==> config.mk <==
export PLATFORM = sky130hd
export DESIGN_NAME = mux4_sel_reg_flat
export DESIGN_NICKNAME = d
export VERILOG_FILES = /design/src/rtl/mux4_sel_reg_if.sv /design/src/rtl/mux4_sel_reg.sv /design/src/flat_wrapper.sv
export SDC_FILE = /design/constraint.sdc
export NUM_CORES = 1
export LEC_CHECK = 0
export ABC_AREA = 1
export CORE_UTILIZATION = 45
export DETAILED_ROUTE_END_ITERATION = 10
export HOLD_SLACK_MARGIN = 0.02
export PLACE_DENSITY = 0.67
export RECOVER_POWER = 50
export REMOVE_ABC_BUFFERS = 1
export SLEW_MARGIN = 20
export SYNTH_ARGS = -nofsm -noshare
export SYNTH_HDL_FRONTEND = slang
export SYNTH_SLANG_ARGS = --single-unit
==> constraint.sdc <==
create_clock -name clk -period 2.2 [get_ports clk]
set_clock_uncertainty 0.05 [all_clocks]
set_input_delay 0.44 -clock clk [delete_from_list [all_inputs] [get_ports clk]]
set_output_delay 0.44 -clock clk [all_outputs]
set_load 0.02 [all_outputs]
==> src/rtl/mux4_sel_reg_if.sv <==
// Lane-selector bus: sample side (in_valid, lanes, select, enable mask) and
// registered result side (out, out_valid, sel_changed).
//   master: drives samples, observes results (the environment).
//   slave : receives samples, drives results (the selector).
interface mux4_sel_reg_if #(
  parameter int unsigned WIDTH = 1
);
  logic               in_valid;
  logic [4*WIDTH-1:0] input_lines;
  logic [1:0]         select_lines;
  logic [3:0]         lane_enable;
  logic [WIDTH-1:0]   out;
  logic               out_valid;
  logic               sel_changed;

  modport master (
    output in_valid, input_lines, select_lines, lane_enable,
    input  out, out_valid, sel_changed
  );

  modport slave (
    input  in_valid, input_lines, select_lines, lane_enable,
    output out, out_valid, sel_changed
  );
endinterface

==> src/rtl/mux4_sel_reg.sv <==
// Registered 4-to-1 lane selector with per-lane saturating selection counters.
// Ports:
//   clk, rst_n   : clock, asynchronous active-low reset
//   bus (slave)  : in_valid/input_lines/select_lines/lane_enable in,
//                  out/out_valid/sel_changed out (one cycle after accept)
//   cnt_rd_sel   : lane whose counter is shown on cnt_rd_data
//   cnt_rd_data  : combinational read of the selected counter
//   cnt_clr      : synchronous clear of all counters, wins over increment
module mux4_sel_reg #(
  parameter int unsigned WIDTH = 1,
  parameter int unsigned CNT_W = 16
) (
  input  logic               clk,
  input  logic               rst_n,
  mux4_sel_reg_if.slave      bus,
  input  logic [1:0]         cnt_rd_sel,
  output logic [CNT_W-1:0]   cnt_rd_data,
  input  logic               cnt_clr
);

  localparam logic [CNT_W-1:0] CntMax = '1;

  logic [WIDTH-1:0] lane_data;
  logic [WIDTH-1:0] out_q;
  logic             out_valid_q;
  logic             sel_changed_q;
  logic [1:0]       last_sel_q;
  logic [CNT_W-1:0] cnt_q [4];

  // Disabled lanes forward zeros but are still counted as selected.
  always_comb begin
    lane_data = '0;
    unique case (bus.select_lines)
      2'b00: lane_data = bus.input_lines[0*WIDTH +: WIDTH];
      2'b01: lane_data = bus.input_lines[1*WIDTH +: WIDTH];
      2'b10: lane_data = bus.input_lines[2*WIDTH +: WIDTH];
      2'b11: lane_data = bus.input_lines[3*WIDTH +: WIDTH];
      default: lane_data = '0;
    endcase
    if (!bus.lane_enable[bus.select_lines]) begin
      lane_data = '0;
    end
  end

  always_ff @(posedge clk or negedge rst_n) begin
    if (!rst_n) begin
      out_q         <= '0;
      out_valid_q   <= 1'b0;
      sel_changed_q <= 1'b0;
      last_sel_q    <= 2'b00;
    end else if (bus.in_valid) begin
      out_q         <= lane_data;
      out_valid_q   <= 1'b1;
      sel_changed_q <= (bus.select_lines != last_sel_q);
      last_sel_q    <= bus.select_lines;
    end else begin
      out_valid_q   <= 1'b0;
      sel_changed_q <= 1'b0;
    end
  end

  always_ff @(posedge clk or negedge rst_n) begin
    if (!rst_n) begin
      for (int k = 0; k < 4; k++) begin
        cnt_q[k] <= '0;
      end
    end else begin
      for (int k = 0; k < 4; k++) begin
        if (cnt_clr) begin
          cnt_q[k] <= '0;
        end else if (bus.in_valid && (bus.select_lines == 2'(k)) && (cnt_q[k] != CntMax)) begin
          cnt_q[k] <= cnt_q[k] + 1'b1;
        end
      end
    end
  end

  assign bus.out         = out_q;
  assign bus.out_valid   = out_valid_q;
  assign bus.sel_changed = sel_changed_q;
  assign cnt_rd_data     = cnt_q[cnt_rd_sel];

endmodule

==> src/flat_wrapper.sv <==
// flat-port wrapper written by rule: the top's interface ports become plain ports
module mux4_sel_reg_flat 
#(
  parameter int unsigned WIDTH = 1,
  parameter int unsigned CNT_W = 16
)
  (clk, rst_n, cnt_rd_sel, cnt_rd_data, cnt_clr, bus_in_valid, bus_input_lines, bus_select_lines, bus_lane_enable, bus_out, bus_out_valid, bus_sel_changed);
  mux4_sel_reg_if #(.WIDTH(WIDTH)) bus_i ();
  input  logic clk;
  input  logic rst_n;
  input  logic [1:0] cnt_rd_sel;
  output logic [CNT_W-1:0] cnt_rd_data;
  input  logic cnt_clr;
  input wire logic [$bits(bus_i.in_valid)-1:0] bus_in_valid;
  input wire logic [$bits(bus_i.input_lines)-1:0] bus_input_lines;
  input wire logic [$bits(bus_i.select_lines)-1:0] bus_select_lines;
  input wire logic [$bits(bus_i.lane_enable)-1:0] bus_lane_enable;
  output wire logic [$bits(bus_i.out)-1:0] bus_out;
  output wire logic [$bits(bus_i.out_valid)-1:0] bus_out_valid;
  output wire logic [$bits(bus_i.sel_changed)-1:0] bus_sel_changed;
  assign bus_i.in_valid = bus_in_valid;
  assign bus_i.input_lines = bus_input_lines;
  assign bus_i.select_lines = bus_select_lines;
  assign bus_i.lane_enable = bus_lane_enable;
  assign bus_out = bus_i.out;
  assign bus_out_valid = bus_i.out_valid;
  assign bus_sel_changed = bus_i.sel_changed;
  mux4_sel_reg #(.WIDTH(WIDTH), .CNT_W(CNT_W)) u_core (.clk(clk), .rst_n(rst_n), .bus(bus_i), .cnt_rd_sel(cnt_rd_sel), .cnt_rd_data(cnt_rd_data), .cnt_clr(cnt_clr));
endmodule
# Word-level counts from Yosys, hierarchy flattened
# Index checks and enable logic that the tools add are counted.
[totals]
latchBits = 0
in_bits = 16
ramBits = 0
wordCells = 53
mem_bits_ro = 0
register_bits = 69
mem_count = 0
[classes]
magnitude_cmp = 2
n_shift = 0
muxes = 17
n_eq_ne = 8
addsub = 4
n_reduce_logical = 13
div_mod_pow = 0
mul = 0
n_bitwise = 1
[op_table]
columns = ["cell", "count"]
rows = [
  ["16-bit two-way mux", 10],
  ["16-bit by 1-bit adder with 16-bit output (second input constant)", 4],
  ["16-bit != test (second input constant)", 4],
  ["16-bit binary-select mux with 2-bit select", 1],
  ["1-bit logical AND", 8],
  ["2-bit nonzero test", 4],
  ["2-bit == test (second input constant)", 2],
  ["1-bit two-way mux", 4],
  ["1-bit case mux with 4 select lines", 1],
  ["3-bit greater-or-equal comparator (second input constant)", 1],
  ["2-bit by 3-bit < comparator with 1-bit output (second input constant)", 1],
  ["2-bit inverter with 3-bit output", 1],
  ["1-bit binary-select mux with 2-bit select", 1],
  ["2-bit by 1-bit == test with 1-bit output (second input constant)", 1],
  ["2-bit logical NOT", 1],
  ["2-bit != test", 1],
]

# Longest topological paths before layout
[logic_depth]
word_depth = 5
ltp_mapped = 10

# Least setup slack after synthesis
# Ideal clock, no wire load.
[synth_path]
path_kind = "input to output"
start = "input port cnt_rd_sel[0]"
end = "output port cnt_rd_data[0]"
arrival_ns = 1.535
path_stages = 6
required_ns = 1.710
n_path_buf = 3
path_slack_ns = 0.175
path_cell_list = "clkbuf_1 inv_1 buf_2 clkbuf_1 a21oi_1 a21oi_1"
[synth_via]
elab_chain_cells = 4
[synth_rtl]
columns = ["element", "line_no", "rtl"]
rows = [
  ["start, declared", "flat_wrapper.sv:11", "input logic [1:0] cnt_rd_sel;"],
  ["2-bit inverter with 3-bit output (implied by the code)", "mux4_sel_reg.sv:81", "assign cnt_rd_data = cnt_q[cnt_rd_sel];"],
  ["16-bit binary-select mux with 2-bit select", "mux4_sel_reg.sv:81", ""],
  ["16-bit two-way mux (implied by the code) (2 in a row)", "mux4_sel_reg.sv:81", ""],
  ["end, declared", "flat_wrapper.sv:12", "output logic [CNT_W-1:0] cnt_rd_data;"],
]
# No other way between the ends. The select of a mux whose other input is x is not followed.

# Worst setup path after layout
[layout_path]
start = "input port cnt_rd_sel[1]"
end = "output port cnt_rd_data[10]"
# Same word-level chain as after synthesis.

==> results.ini <==
[cells_and_area]
multi_input_area_sq_um=2660
n_antenna_cell=0
seqCellArea_sq_um=1730
final_core_util=0.550
drive_gt1_frac=0.128
fill_cells=943
stdcell_area_sq_um=5480
layoutNonFillerInstCount=889
fin_nets=772
mostFrequentLayoutCell=nand2_1
layout_common_cells=nand2_1, nor2_1, dfrtp_1, nand3_1, inv_1
area_growth_pct=16.7

[global_routing]
grt_pass1_vias=4508
grt.met1_usage=0.342
grtUsageMet2=0.429
antenna_found_initial=0
grt_pass1_wl_mm=22.3
grtUsageMet3=0.0420
grt_max_degree=25
busiest_layer=met2
grt_util_all_layers=0.264
gr-total-overflow=0

[synth]
synth_area_sq_um=4700
ys_types=33
synthTopCellsByArea=dfrtp_1, nand2_1, nor2_1
ys_seq_elements=69
yosysTopAreaCell=dfrtp_1
postSynthAreaPerCell_sq_um=6.75
ys_warn_count=0
synthCells=696
synth_top_area_share=0.368
seq_area_frac_synth=0.368

[place]
io_buffers=34
dp_cells=874
dp_hpwl_mm=10.2
gp_congestion=0.882
dp_worst_setup_slack_ns=-0.570
dpl-instance-area_sq_um=5390

[power]
p_seq_frac=0.484
p_leak_nw=2.69
power_density_nw_per_um2=487
ir_drop_mv=0.266
power.net_switching_mw=0.705
intPower_mw=1.96
clockPowerShare=0.389
switching_share=0.264
power_frac_comb=0.127

[floorplan]
core-area_sq_um=9950
fp-row-count=36
die_y_um=104
initial_core_util=0.472
die_w_um=104
io_pins=35
die_area_sq_um=10800

[timing]
finalSetupViolCount=0
relSlewSlack=0.132
tightest_slew_ns=1.30
finalHoldViolCount=0
fin_worst_hold_slack_ns=0.306
min_period_over_period=0.974
period_needed_ns=2.14
grt_setup_unrepaired=false
fmax_mhz=467
drv_slew=0
setup_ws_ns=0.0574

[setup_path]
end_kind=output pin
cp-startpoint=cnt_rd_sel[1]
critPathLaunchType=input pin
critPathKind=input pin to output pin
r2r_slack_ns=0.30
worstPathRequired_ns=1.71
r2r-start=u_core.cnt_q[17]
cp_max_fo=14
cp.arrival_ns=1.65

[drt]
vias=4808
drt_wl_total_mm=13.5
drcViolationCount=0
dr.pass1.iters=5
drt_iter0_markers=448
avgRoutedWirePerCell_um=15.2
viasPerCell=5.41
final_antenna_net_count=0

[run]
cap_violations=0

[clock_network]
post_cts_buffers=0
cts_buffer_depth=2
root_buffer=clkbuf_8
cts_tree=built
clk_latency_ns=0.36
cts_made_buffers=9
cts.sinks=69
clk_pin_slew_ns=0.07
htree_num_levels=3
postCtsHoldBufs=0

[outcome]
status=finished, final reports clean

[worst_hold_path]
min_path_type=input pin to asynchronous set/reset pin

==> worst max-delay path, stage by stage <==
cell	delay [ns]
clkdlybuf4s50_1	0.49
inv_2	0.06
buf_12	0.14
o21ai_0	0.07
a21oi_1	0.07
a21oi_1	0.19
buf_4	0.18
==> metal layers <==
metal	share of wire	vias up
met4	0.041	0
li1	-	2376
met1	0.43	2238
met3	0.051	35
met2	0.48	159
met5	0	-
==> cells in the mapped netlist (all sizes together) <==
master / count
nand2: 252
xor2: 17
nor4: 1
o21bai: 5
nand4: 37
clkinv: 2
nor3: 6
ha: 4
clkbuf: 12
nor2: 97
o21ai: 41
o22ai: 9
dfrtp: 69
inv: 48
a22oi: 2
a21oi: 23
buf: 10
nand3: 49
or2: 6
nand3b: 2
xnor2: 4
==> sequential cells by signal (all words and copies together), names as in the netlist <==
| signal | flops |
|---|---|
| u_core.bus.out | 1 |
| u_core.bus.out_valid | 1 |
| u_core.bus.sel_changed | 1 |
| u_core.cnt_q | 64 |
| u_core.last_sel_q | 2 |
==> cell families (layout without fill, tap and decap cells) <==
logic type	count (synthesis)	count (layout)	synth area share
and+or+nand+nor	450	450	0.423
AOI/OAI and AO/OA	80	80	0.0930
buffers and inverters	72	132	0.0661
DFF	69	69	0.368
xor gates and xnor gates	21	21	0.0392
adders and majority gates	4	4	0.0107
==> final timing paths <==
check / to / cells after the start
worst max-delay path: cnt_rd_data[10] / 7
worst min-delay path: u_core.cnt_q[7] / 1
worst max register to register: u_core.cnt_q[17] / 9
worst min register to register: u_core.bus.out / 2
max in group asynchronous: u_core.cnt_q[32] / 2
min in group clk: u_core.bus.out / 2
==> power groups by stage <==
stage | sequential (mW) | combinational [mW] | clock, mW
after floorplan | 1.32 | 0.143 | 0
after global placement | 1.32 | 0.360 | 0
after detailed placement | 1.32 | 0.365 | 0
after CTS | 1.29 | 0.353 | 1.06
after global routing | 1.29 | 0.369 | 1.11
final | 1.29 | 0.339 | 1.04
==> final cells by class <==
cell class                      count  area share
Tap cell                          133      0.0304
Multi-Input combinational cell    555       0.485
Inverter                           50      0.0345
Sequential cell                    69       0.315
Clock buffer                       15      0.0359
Timing Repair Buffer               67      0.0989
==> metrics by stage <==
stage	TNS (ns)	power (mW)
finish	0	2.67
global route	0	2.77
CTS	0	2.71
detailed placement	-8.31	1.68
global placement	-7.87	1.68
floorplan	0	1.46
==> what timing repair did <==
item,4_1_cts,5_1_grt
endpoints found under the setup margin,16,12
pin swaps,0,0
gates resized for setup,63,9
Note: power is estimated with default switching activity, not from simulation.
